## config.mk

```make
export PLATFORM = sky130hd
export DESIGN_NAME = i2c_slave_byte_ctrl
export DESIGN_NICKNAME = d
export VERILOG_FILES = /design/src/rtl/i2c_slave_byte_ctrl.sv
export SDC_FILE = /design/constraint.sdc
export NUM_CORES = 1
export LEC_CHECK = 0
export BUFFER_PORTS_ARGS = -buffer_cell sky130_fd_sc_hd__buf_2
export CORE_ASPECT_RATIO = 1.25
export CORE_UTILIZATION = 35
export CTS_CLUSTER_DIAMETER = 80
export DETAILED_ROUTE_END_ITERATION = 12
export PLACE_DENSITY = 0.63
export SLEW_MARGIN = 20
export SYNTH_ARGS = -nofsm -noshare
export SYNTH_HDL_FRONTEND = slang
export SYNTH_SLANG_ARGS = --single-unit
export TNS_END_PERCENT = 30
```

## constraint.sdc

```tcl
create_clock -name pclk -period 2.9 [get_ports pclk]
set_input_delay 0.58 -clock pclk [delete_from_list [all_inputs] [get_ports pclk]]
set_output_delay 0.58 -clock pclk [all_outputs]
set_load 0.1 [all_outputs]
```

## src/rtl/i2c_slave_byte_ctrl.sv

```systemverilog
// I2C slave bit/byte controller: START/STOP, address match, rx/tx shifting.
// Define I2C_SLAVE_GLITCH_FILTER_EN to add a 3-sample filter on SCL/SDA.
module i2c_slave_byte_ctrl #(
  parameter logic [6:0] SLAVE_ADDR   = 7'h42,
  parameter logic [7:0] TX_IDLE_BYTE = 8'hFF
) (
  input  logic       pclk,
  input  logic       preset,
  input  logic       scl_in,
  input  logic       sda_in,
  input  logic       tx_eq8,
  input  logic [7:0] tx_data,
  input  logic       tx_valid,
  output logic       counter_en,
  output logic       counter_clr,
  output logic       sda_oe,
  output logic [7:0] rx_data,
  output logic       rx_valid,
  output logic       tx_ready,
  output logic       rw,
  output logic       busy
);

  typedef enum logic [2:0] {
    S_IDLE,
    S_ADDR,
    S_ADDR_ACK,
    S_RX,
    S_RX_ACK,
    S_TX,
    S_TX_ACK,
    S_WAIT_STOP
  } state_t;

  state_t     state, state_nx;
  logic [1:0] scl_sync, sda_sync;
  logic       scl_s, sda_s;
  logic       scl_p, sda_p;

  // Idle bus is high, so reset to 1 to avoid false edges.
  always_ff @(posedge pclk) begin
    if (preset) begin
      scl_sync <= 2'b11;
      sda_sync <= 2'b11;
    end else begin
      scl_sync <= {scl_sync[0], scl_in};
      sda_sync <= {sda_sync[0], sda_in};
    end
  end

`ifdef I2C_SLAVE_GLITCH_FILTER_EN
  logic [1:0] scl_hist, sda_hist;

  always_ff @(posedge pclk) begin
    if (preset) begin
      scl_hist <= 2'b11;
      sda_hist <= 2'b11;
    end else begin
      scl_hist <= {scl_hist[0], scl_sync[1]};
      sda_hist <= {sda_hist[0], sda_sync[1]};
    end
  end

  // The edge-detect register doubles as the filter's hold value.
  always_comb begin
    scl_s = scl_p;
    sda_s = sda_p;
    if (scl_sync[1] == scl_hist[0] &&
        scl_sync[1] == scl_hist[1])
      scl_s = scl_sync[1];
    if (sda_sync[1] == sda_hist[0] &&
        sda_sync[1] == sda_hist[1])
      sda_s = sda_sync[1];
  end
`else
  assign scl_s = scl_sync[1];
  assign sda_s = sda_sync[1];
`endif

  always_ff @(posedge pclk) begin
    if (preset) begin
      scl_p <= 1'b1;
      sda_p <= 1'b1;
    end else begin
      scl_p <= scl_s;
      sda_p <= sda_s;
    end
  end

  logic scl_rise, scl_fall;
  logic start_c, stop_c;

  assign scl_rise = scl_s & ~scl_p;
  assign scl_fall = ~scl_s & scl_p;
  assign start_c  = scl_s & sda_p & ~sda_s;
  assign stop_c   = scl_s & ~sda_p & sda_s;

  logic [7:0] shift, shift_nx;
  logic [7:0] tx_shift, tx_shift_nx;
  logic       ack_q, ack_nx;
  logic       rw_nx, busy_nx, oe_nx;
  logic [7:0] rxd_nx;
  logic       en_nx, clr_nx;
  logic       rxv_nx, txr_nx;
  logic [7:0] load_byte;
  logic       count_ok;

  always_ff @(posedge pclk) begin
    if (preset) begin
      state       <= S_IDLE;
      shift       <= 8'h00;
      tx_shift    <= 8'h00;
      ack_q       <= 1'b0;
      rw          <= 1'b0;
      busy        <= 1'b0;
      sda_oe      <= 1'b0;
      rx_data     <= 8'h00;
      counter_en  <= 1'b0;
      counter_clr <= 1'b0;
      rx_valid    <= 1'b0;
      tx_ready    <= 1'b0;
    end else begin
      state       <= state_nx;
      shift       <= shift_nx;
      tx_shift    <= tx_shift_nx;
      ack_q       <= ack_nx;
      rw          <= rw_nx;
      busy        <= busy_nx;
      sda_oe      <= oe_nx;
      rx_data     <= rxd_nx;
      counter_en  <= en_nx;
      counter_clr <= clr_nx;
      rx_valid    <= rxv_nx;
      tx_ready    <= txr_nx;
    end
  end

  assign load_byte = tx_valid ? tx_data : TX_IDLE_BYTE;
  assign count_ok  = scl_rise & ~tx_eq8 &
                     (state inside {S_ADDR, S_RX, S_TX});

  always_comb begin
    state_nx    = state;
    shift_nx    = shift;
    tx_shift_nx = tx_shift;
    ack_nx      = ack_q;
    rw_nx       = rw;
    busy_nx     = busy;
    oe_nx       = sda_oe;
    rxd_nx      = rx_data;
    en_nx       = 1'b0;
    clr_nx      = 1'b0;
    rxv_nx      = 1'b0;
    txr_nx      = 1'b0;

    if (start_c) begin
      state_nx = S_ADDR;
      clr_nx   = 1'b1;
      oe_nx    = 1'b0;
    end else if (stop_c) begin
      state_nx = S_IDLE;
      oe_nx    = 1'b0;
      busy_nx  = 1'b0;
    end else begin
      if (count_ok) begin
        en_nx    = 1'b1;
        shift_nx = {shift[6:0], sda_s};
      end
      unique case (state)
        S_ADDR: begin
          if (scl_fall && tx_eq8) begin
            if (shift[7:1] == SLAVE_ADDR) begin
              rw_nx    = shift[0];
              oe_nx    = 1'b1;
              busy_nx  = 1'b1;
              state_nx = S_ADDR_ACK;
            end else begin
              busy_nx  = 1'b0;
              state_nx = S_WAIT_STOP;
            end
          end
        end
        S_ADDR_ACK: begin
          if (scl_fall) begin
            clr_nx = 1'b1;
            if (rw) begin
              tx_shift_nx = load_byte;
              txr_nx      = tx_valid;
              oe_nx       = ~load_byte[7];
              state_nx    = S_TX;
            end else begin
              oe_nx    = 1'b0;
              state_nx = S_RX;
            end
          end
        end
        S_RX: begin
          if (scl_fall && tx_eq8) begin
            rxd_nx   = shift;
            rxv_nx   = 1'b1;
            oe_nx    = 1'b1;
            state_nx = S_RX_ACK;
          end
        end
        S_RX_ACK: begin
          if (scl_fall) begin
            oe_nx    = 1'b0;
            clr_nx   = 1'b1;
            state_nx = S_RX;
          end
        end
        S_TX: begin
          if (scl_fall) begin
            if (!tx_eq8) begin
              tx_shift_nx = {tx_shift[6:0], 1'b0};
              oe_nx       = ~tx_shift[6];
            end else begin
              oe_nx    = 1'b0;
              state_nx = S_TX_ACK;
            end
          end
        end
        S_TX_ACK: begin
          if (scl_rise)
            ack_nx = ~sda_s;
          if (scl_fall) begin
            if (ack_q) begin
              clr_nx      = 1'b1;
              tx_shift_nx = load_byte;
              txr_nx      = tx_valid;
              oe_nx       = ~load_byte[7];
              state_nx    = S_TX;
            end else begin
              busy_nx  = 1'b0;
              oe_nx    = 1'b0;
              state_nx = S_WAIT_STOP;
            end
          end
        end
        default: ;
      endcase
    end
  end

endmodule

```

==> results of run 1 <==
logic make-up after synthesis:
group	share of synthesized area (%)
AOI/OAI and AO/OA	14.5
xor gates and xnor gates	0.494
buffers and inverters	4.79
DFF	45.1
muxes	11.3
and+or+nand+nor	23.8
metal layers:
layer	routed length (um)	vias up	global-route usage (%)
met5	0	-	0
li1	-	726	-
met4	51	0	7.83
met1	1640	674	16.9
met3	168	4	4.44
met2	1710	35	24.3
report_power, final:
part / total [mW] / internal [mW] / switching (mW)
Sequential: 0.562 / 0.554 / 0.00762
Combinational: 0.0505 / 0.0199 / 0.0306
Clock: 0.443 / 0.254 / 0.189
Yosys cell counts (2+ instances only):
cell	number
sky130_fd_sc_hd__clkbuf_1	9
sky130_fd_sc_hd__or2_2	6
sky130_fd_sc_hd__nor2_1	28
sky130_fd_sc_hd__buf_2	2
sky130_fd_sc_hd__buf_4	2
sky130_fd_sc_hd__or4_1	8
sky130_fd_sc_hd__a311oi_1	2
sky130_fd_sc_hd__nand2b_1	3
sky130_fd_sc_hd__nor2b_1	6
sky130_fd_sc_hd__inv_1	3
sky130_fd_sc_hd__nand2_1	9
sky130_fd_sc_hd__nor3b_1	7
sky130_fd_sc_hd__o21bai_1	2
sky130_fd_sc_hd__dfxtp_1	40
sky130_fd_sc_hd__a21oi_1	16
sky130_fd_sc_hd__nor4b_1	2
sky130_fd_sc_hd__o21ai_0	11
sky130_fd_sc_hd__mux2i_1	20
area by class of cell:
cell class                 instances  area share (%)
tap                               60            3.70
clock inverter                     3            2.09
multi-input combinational        138            43.7
inverter                           4           0.739
timing repair buffer              28            6.90
sequential                        40            39.4
clock buffer                       5            3.39
per-stage QoR:
stage / hold WS [ns] / util, % / total power, mW
floorplan: 0.389 / - / 0.608
global placement: 0.392 / 40.0 / 0.625
detailed placement: 0.397 / 40.0 / 0.625
CTS: 0.414 / 42.3 / 1.07
global route: 0.421 / 42.3 / 1.10
finish: 0.411 / 42.3 / 1.06
state kept, by name (all words and copies together) (netlist names):
name	count
rw	1
tx_ready	1
scl_sync	2
sda_sync	2
sda_oe	1
state	3
counter_clr	1
shift	8
counter_en	1
tx_shift	7
busy	1
sda_p	1
scl_p	1
rx_valid	1
ack_q	1
rx_data	8
worst max path at each step:
stage	from	endpoint	slack (ns)	cells after the start
2_1_floorplan	rw	tx_shift[6]	0.59	5
3_3_place_gp	tx_eq8	rx_data[4]	0.97	5
3_5_place_dp	tx_eq8	rx_data[7]	0.96	5
4_1_cts	state[0]	tx_shift[5]	0.95	4
5_1_grt	state[0]	tx_shift[2]	0.80	4
6_report	state[0]	tx_shift[5]	0.95	4
worst max-delay path, cell delays in order, from the launching register on:
cell	delay, ns
sky130_fd_sc_hd__dfxtp_1	0.61
sky130_fd_sc_hd__inv_1	0.14
sky130_fd_sc_hd__o32a_4	0.46
sky130_fd_sc_hd__or4_1	0.53
sky130_fd_sc_hd__a21oi_1	0.15
==> flow_metrics.py, run 1 <==
metrics = {
    "logic_synthesis": {
        "synth_top_cell_by_area": "sky130_fd_sc_hd__dfxtp_1",
        "post_synth_edffs": 0,
        "top_cells_by_area_in_the_synthesized_netlist": "sky130_fd_sc_hd__dfxtp_1 45%, sky130_fd_sc_hd__mux2i_1 11%, sky130_fd_sc_hd__nor2_1 5.9%",
        "asyncSetResetFlopFracSynth_pct": 0,
        "dominantRegCellSynth": "sky130_fd_sc_hd__dfxtp_1",
        "ys_seq_area_share_pct": 45.1,
        "synthDistinctLibCells": 38,
        "ys_ff_latch": 40,
        "post_synth_inst_count": 196,
        "synthesized_net_count": 210,
        "synthesis.area_mm2": 0.00177,
        "warning_count_from_the_yosys_run": 0,
        "synth_largest_type_area_fraction_pct": 45.1,
        "synth.avg_cell_area_um2": 9.05,
    },
    "floorplan": {
        "dieWidth_um": 65.7,
        "start_util_pct": 37.0,
        "design.core.area_mm2": 0.00480,
        "chipHeight_um": 81.6,
        "boundaryPins": 29,
        "fp-row-count": 28,
        "fp.dieArea_mm2": 0.00536,
    },
    "timing": {
        "timing_hold_violations_final": 0,
        "finalMaxSlewViolations": 0,
        "max_slew.worst_pin.slew_ns": 0.652,
        "fmaxAchievable_mhz": 512,
        "layout_worst_path_cycle_share_pct": 67.4,
        "final.setup.worst_slack_ns": 0.945,
        "final_period_minus_worst_setup_slack_ns": 1.95,
        "summed_negative_setup_slack_over_all_endpoints_ns": 0,
        "rsz0062_at_grt": "no",
        "slew-limit-headroom_pct": 56.5,
        "finalSetupViolations": 0,
        "finalClockSkew_ns": 0.00656,
    },
    "clock_network": {
        "cts.hold.buffers_added": 0,
        "post_cts_buffers": 0,
        "clock_insertion_delay_worst_skew_ns": 0.29,
        "cts_inserted_buffers": 5,
        "root_buffer": "sky130_fd_sc_hd__clkbuf_8",
        "clock_pin_slew_of_the_registers_on_the_worst_case_setup_and_hold_paths_ns": 0.08,
        "post_cts.resized_instances": 0,
        "ctsLongestPathBuffers": 2,
        "clock-sinks": 40,
        "tritoncts": "done",
        "number_of_levels_in_the_clock_h_tree": 2,
    },
    "layout": {
        "final_net_count": 231,
        "final.fill_count": 501,
        "layout.cells.most_common": "sky130_fd_sc_hd__dfxtp_1",
        "sequential_cell_area_um2": 801,
        "stdcell_area_mm2": 0.00203,
        "post_route_cells_drive_above_1_share_pct": 21.1,
        "fin_cells": 278,
        "layout.cells.most_common_list": "40 x sky130_fd_sc_hd__dfxtp_1, 28 x sky130_fd_sc_hd__nor2_1, 28 x sky130_fd_sc_hd__buf_2, 20 x sky130_fd_sc_hd__mux2i_1, 16 x sky130_fd_sc_hd__a21oi_1",
        "multiInputGateArea_um2": 888,
        "antenna_cells": 0,
        "syn_to_final_growth_pct": 14.5,
    },
    "power_and_ir_drop": {
        "static-leakage-power_nw": 0.840,
        "vdd_ir_drop_max_v": 0.000314,
        "power_per_cell_area_mw_per_mm2": 520,
    },
    "setup_path": {
        "worst_setup_path_end_kind": "register",
        "worstReg2RegStart": "state[0]",
        "critPathKind": "register to register",
        "worst-endpoint-required_ns": 3.12,
        "crit_path_max_fanout": 15,
        "reg2reg_depth": 4,
        "regToRegSetupSlack_ns": 0.95,
        "cp.arrival_ns": 2.18,
        "timing.critical_path.from_type": "register",
        "crit-reg2reg-capture": "tx_shift[5]",
    },
    "min_path": {
        "hp-class": "register to register",
        "hold-path-cell-count": 1,
        "hp-start": "scl_sync[0]",
        "hold_path_end": "scl_sync[1]",
    },
    "placement": {
        "placed_cell_area_mm2": 0.00192,
        "place.detailed.hpwl_um": 2380,
        "dpl_cells": 270,
        "routabilityCongestion": 0.900,
        "place_worst_setup_slack_ns": 0.962,
        "io_buffer_count": 28,
    },
    "grt": {
        "grt_pass1_vias": 1357,
        "grt_util_all_layers_pct": 14.7,
        "antenna_violations_before_repair": 0,
        "grt_start_max_net_pins": 38,
        "grt_first_pass_wirelength_um": 6030,
        "grt_overflow_total": 0,
    },
    "route": {
        "drt-pass1-iter-count": 4,
        "totalWireLength_um": 3570,
        "postRouteAntennaNets": 0,
        "detail_route.drc_violations": 0,
        "detail_route.wl_per_cell_um": 12.8,
        "drt_iter0_drc": 89,
        "total_vias_in_the_final_route": 1439,
        "routed_via_density": 5.18,
    },
    "flow_run": {
        "cap_violations": 0,
    },
    "status": {
        "run_status": "finished, final reports clean",
    },
}
(Power assumes the default switching activity.)
==> inputs of run 2 (changes only) <==
--- a/config.mk
+++ b/config.mk
@@ -5,12 +5,13 @@
 export SDC_FILE = /design/constraint.sdc
 export NUM_CORES = 1
 export LEC_CHECK = 0
+export ABC_AREA = 1
 export BUFFER_PORTS_ARGS = -buffer_cell sky130_fd_sc_hd__buf_2
 export CORE_ASPECT_RATIO = 1.25
 export CORE_UTILIZATION = 35
 export CTS_CLUSTER_DIAMETER = 80
 export DETAILED_ROUTE_END_ITERATION = 12
-export PLACE_DENSITY = 0.63
+export PLACE_DENSITY = 0.64
 export SLEW_MARGIN = 20
 export SYNTH_ARGS = -nofsm -noshare
 export SYNTH_HDL_FRONTEND = slang
==> constraint.sdc (replaced) <==
create_clock -name pclk -period 1.7 [get_ports pclk]
set_input_delay 0.34 -clock pclk [delete_from_list [all_inputs] [get_ports pclk]]
set_output_delay 0.34 -clock pclk [all_outputs]
set_load 0.1 [all_outputs]
==> flow_metrics.py, run 2 <==
metrics = {
    "grt": {
        "global_route.usage.met3_pct": 3.67,
        "grt_util_all_layers_pct": 17.8,
        "grt_overflow_total": 0,
        "grt_first_pass_wirelength_um": 7750,
        "grt_pass1_vias": 1720,
        "global_route.peak_usage_layer": "met2",
        "grt_start_max_net_pins": 19,
        "use_met2_pct": 30.5,
        "met1_usage_pct": 20.0,
        "antenna_violations_before_repair": 0,
    },
    "route": {
        "drt-pass1-iter-count": 4,
        "routed_via_density": 4.84,
        "postRouteAntennaNets": 0,
        "totalWireLength_um": 4460,
        "drt_iter0_drc": 109,
        "detail_route.drc_violations": 0,
        "total_vias_in_the_final_route": 1847,
        "detail_route.wl_per_cell_um": 11.7,
    },
    "timing": {
        "finalSetupViolations": 0,
        "fmaxAchievable_mhz": 659,
        "layout_worst_path_cycle_share_pct": 89.3,
        "summed_negative_setup_slack_over_all_endpoints_ns": 0,
        "finalMaxSlewViolations": 0,
        "rsz0062_at_grt": "no",
        "max_slew.worst_pin.slew_ns": 0.485,
        "finalClockSkew_ns": 0.00242,
        "slew-limit-headroom_pct": 67.9,
        "final.setup.worst_slack_ns": 0.181,
        "final_period_minus_worst_setup_slack_ns": 1.52,
        "timing_hold_violations_final": 0,
    },
    "placement": {
        "place.detailed.hpwl_um": 3320,
        "place_worst_setup_slack_ns": 0.0953,
        "dpl_cells": 374,
        "io_buffer_count": 28,
        "placed_cell_area_mm2": 0.00218,
        "routabilityCongestion": 0.844,
    },
    "logic_synthesis": {
        "synth.avg_cell_area_um2": 6.80,
        "synthesized_net_count": 294,
        "post_synth_most_frequent_cells": "61 x sky130_fd_sc_hd__nand2_1, 44 x sky130_fd_sc_hd__nor2_1, 40 x sky130_fd_sc_hd__dfxtp_1",
        "warning_count_from_the_yosys_run": 0,
        "yosysMostFrequentCell": "sky130_fd_sc_hd__nand2_1",
        "post_synth_edffs": 0,
        "synth_top_cell_by_area": "sky130_fd_sc_hd__dfxtp_1",
        "ys_ff_latch": 40,
        "ys_seq_area_share_pct": 42.1,
        "post_synth_inst_count": 280,
        "asyncSetResetFlopFracSynth_pct": 0,
        "synth_largest_type_area_fraction_pct": 42.1,
        "synthDistinctLibCells": 24,
        "synthesis.area_mm2": 0.00190,
        "dominantRegCellSynth": "sky130_fd_sc_hd__dfxtp_1",
        "top_cells_by_area_in_the_synthesized_netlist": "sky130_fd_sc_hd__dfxtp_1 42%, sky130_fd_sc_hd__nand2_1 12%, sky130_fd_sc_hd__nor2_1 8.7%",
    },
    "power_and_ir_drop": {
        "power_per_cell_area_mw_per_mm2": 1440,
        "net-switching-power_mw": 1.34,
        "seq_power_share_pct": 35.2,
        "comb_power_share_pct": 41.4,
        "static-leakage-power_nw": 1.10,
        "vdd_ir_drop_max_v": 0.000595,
        "power.share.clock_pct": 23.4,
        "power_switching_share_pct": 40.5,
        "cell_internal_power_mw": 1.97,
    },
    "clock_network": {
        "ctsLongestPathBuffers": 2,
        "clock-sinks": 40,
        "post_cts.resized_instances": 0,
        "post_cts_buffers": 0,
        "number_of_levels_in_the_clock_h_tree": 2,
        "root_buffer": "sky130_fd_sc_hd__clkbuf_8",
        "cts_inserted_buffers": 5,
        "tritoncts": "done",
        "cts.hold.buffers_added": 0,
        "clock_insertion_delay_worst_skew_ns": 0.30,
        "clock_pin_slew_of_the_registers_on_the_worst_case_setup_and_hold_paths_ns": 0.08,
    },
    "floorplan": {
        "fp.dieArea_mm2": 0.00574,
        "fp-row-count": 29,
        "chipHeight_um": 84.4,
        "boundaryPins": 29,
        "start_util_pct": 36.9,
        "dieWidth_um": 68.0,
        "design.core.area_mm2": 0.00515,
    },
    "layout": {
        "layout.cells.most_common_list": "61 x sky130_fd_sc_hd__nand2_1, 44 x sky130_fd_sc_hd__nor2_1, 38 x sky130_fd_sc_hd__dfxtp_1, 29 x sky130_fd_sc_hd__o21ai_0",
        "final_net_count": 333,
        "syn_to_final_growth_pct": 20.4,
        "layout.cells.most_common": "sky130_fd_sc_hd__nand2_1",
        "fin_cells": 382,
        "final.fill_count": 548,
        "biggestRegsByFlops": "rx_data (8), shift (8), tx_shift (7)",
        "antenna_cells": 0,
        "post_route_cells_drive_above_1_share_pct": 21.6,
        "fin_util_pct": 44.5,
        "stdcell_area_mm2": 0.00229,
    },
    "setup_path": {
        "path_common_cell": "sky130_fd_sc_hd__nor2_2",
        "critical_path_buf_inv_count": 2,
        "timing.critical_path.from_type": "register",
        "cp.arrival_ns": 1.71,
        "critical_path.cell_chain": "inv_1 > nor2_2 > nand2_2 > a21boi_2 > nor2_2 > buf_12 > a21oi_1 > nor2_1",
        "path_delay_family": "simple AND/OR/NAND/NOR gates",
        "worst-endpoint-required_ns": 1.90,
        "critPathKind": "register to register",
        "worst_setup_path_end_kind": "register",
        "cpPeakStageDelay_ns": 0.41,
        "timing.critical_path.slowest_stage_cell": "sky130_fd_sc_hd__dfxtp_1",
        "crit_path_max_fanout": 14,
    },
    "status": {
        "run_status": "finished, final reports clean",
    },
    "flow_run": {
        "cap_violations": 0,
    },
    "min_path": {
        "hp-class": "input port to register",
    },
}
## run 2: metal layers
| layer | wire length, um | share of wire [%] |
|---|---|---|
| met1 | 1920 | 43 |
| met2 | 2240 | 50 |
| met3 | 189 | 4.2 |
| met4 | 111 | 2.5 |
| met5 | 0 | 0 |
## run 2: cell type report
cell class                 count  area [um2]  area share [%]
multi-input combinational    201         933            40.7
sequential                    40         803            35.0
timing repair buffer          42         258            11.2
inverter                      29         109            4.75
tap                           62        77.6            3.38
clock buffer                   5        68.8            3.00
clock inverter                 3        42.5            1.86
## run 2: power groups by stage
stage	sequential, mW	clock (mW)	combinational (mW)
after floorplan	1.24	0	0.963
after global placement	1.18	0	1.36
after detailed placement	1.18	0	1.37
after CTS	1.16	0.800	1.38
after global routing	1.18	0.837	1.57
final	1.17	0.776	1.37
## run 2: worst reg2reg max path: stages, from the launching register on
cell and delay, ns:
sky130_fd_sc_hd__dfxtp_1 0.41, sky130_fd_sc_hd__inv_1 0.09, sky130_fd_sc_hd__nor2_2 0.21, sky130_fd_sc_hd__nand2_2 0.16, sky130_fd_sc_hd__a21boi_2 0.16, sky130_fd_sc_hd__nor2_2 0.07
sky130_fd_sc_hd__buf_12 0.14, sky130_fd_sc_hd__a21oi_1 0.13, sky130_fd_sc_hd__nor2_1 0.06
## run 2: final timing paths
check / start / to / slack, ns / cells after the start
worst max-delay path: state[1] / tx_shift[0] / 0.18 / 8
worst min-delay path: scl_in / scl_sync[0] / 0.22 / 2
worst max register to register: state[1] / tx_shift[0] / 0.18 / 8
worst min register to register: sda_sync[0] / sda_sync[1] / 0.41 / 1
## run 2: logic make-up (layout without fill, tap and decap cells)
family / Yosys count / count (layout) / synth area share, %
flip-flops: 40 / 40 / 42.1
buffers and inverters: 39 / 79 / 8.88
AND/OR/NAND/NOR: 145 / 145 / 33.7
AO/OA/AOI/OAI: 56 / 56 / 15.3
## run 2: through the flow
| step | power (mW) | hold WS, ns |
|---|---|---|
| after global routing | 3.59 | 0.216 |
| after floorplan | 2.20 | 0.389 |
| after CTS | 3.34 | 0.212 |
| after global placement | 2.54 | 0.392 |
| final | 3.31 | 0.219 |
| after detailed placement | 2.55 | 0.393 |
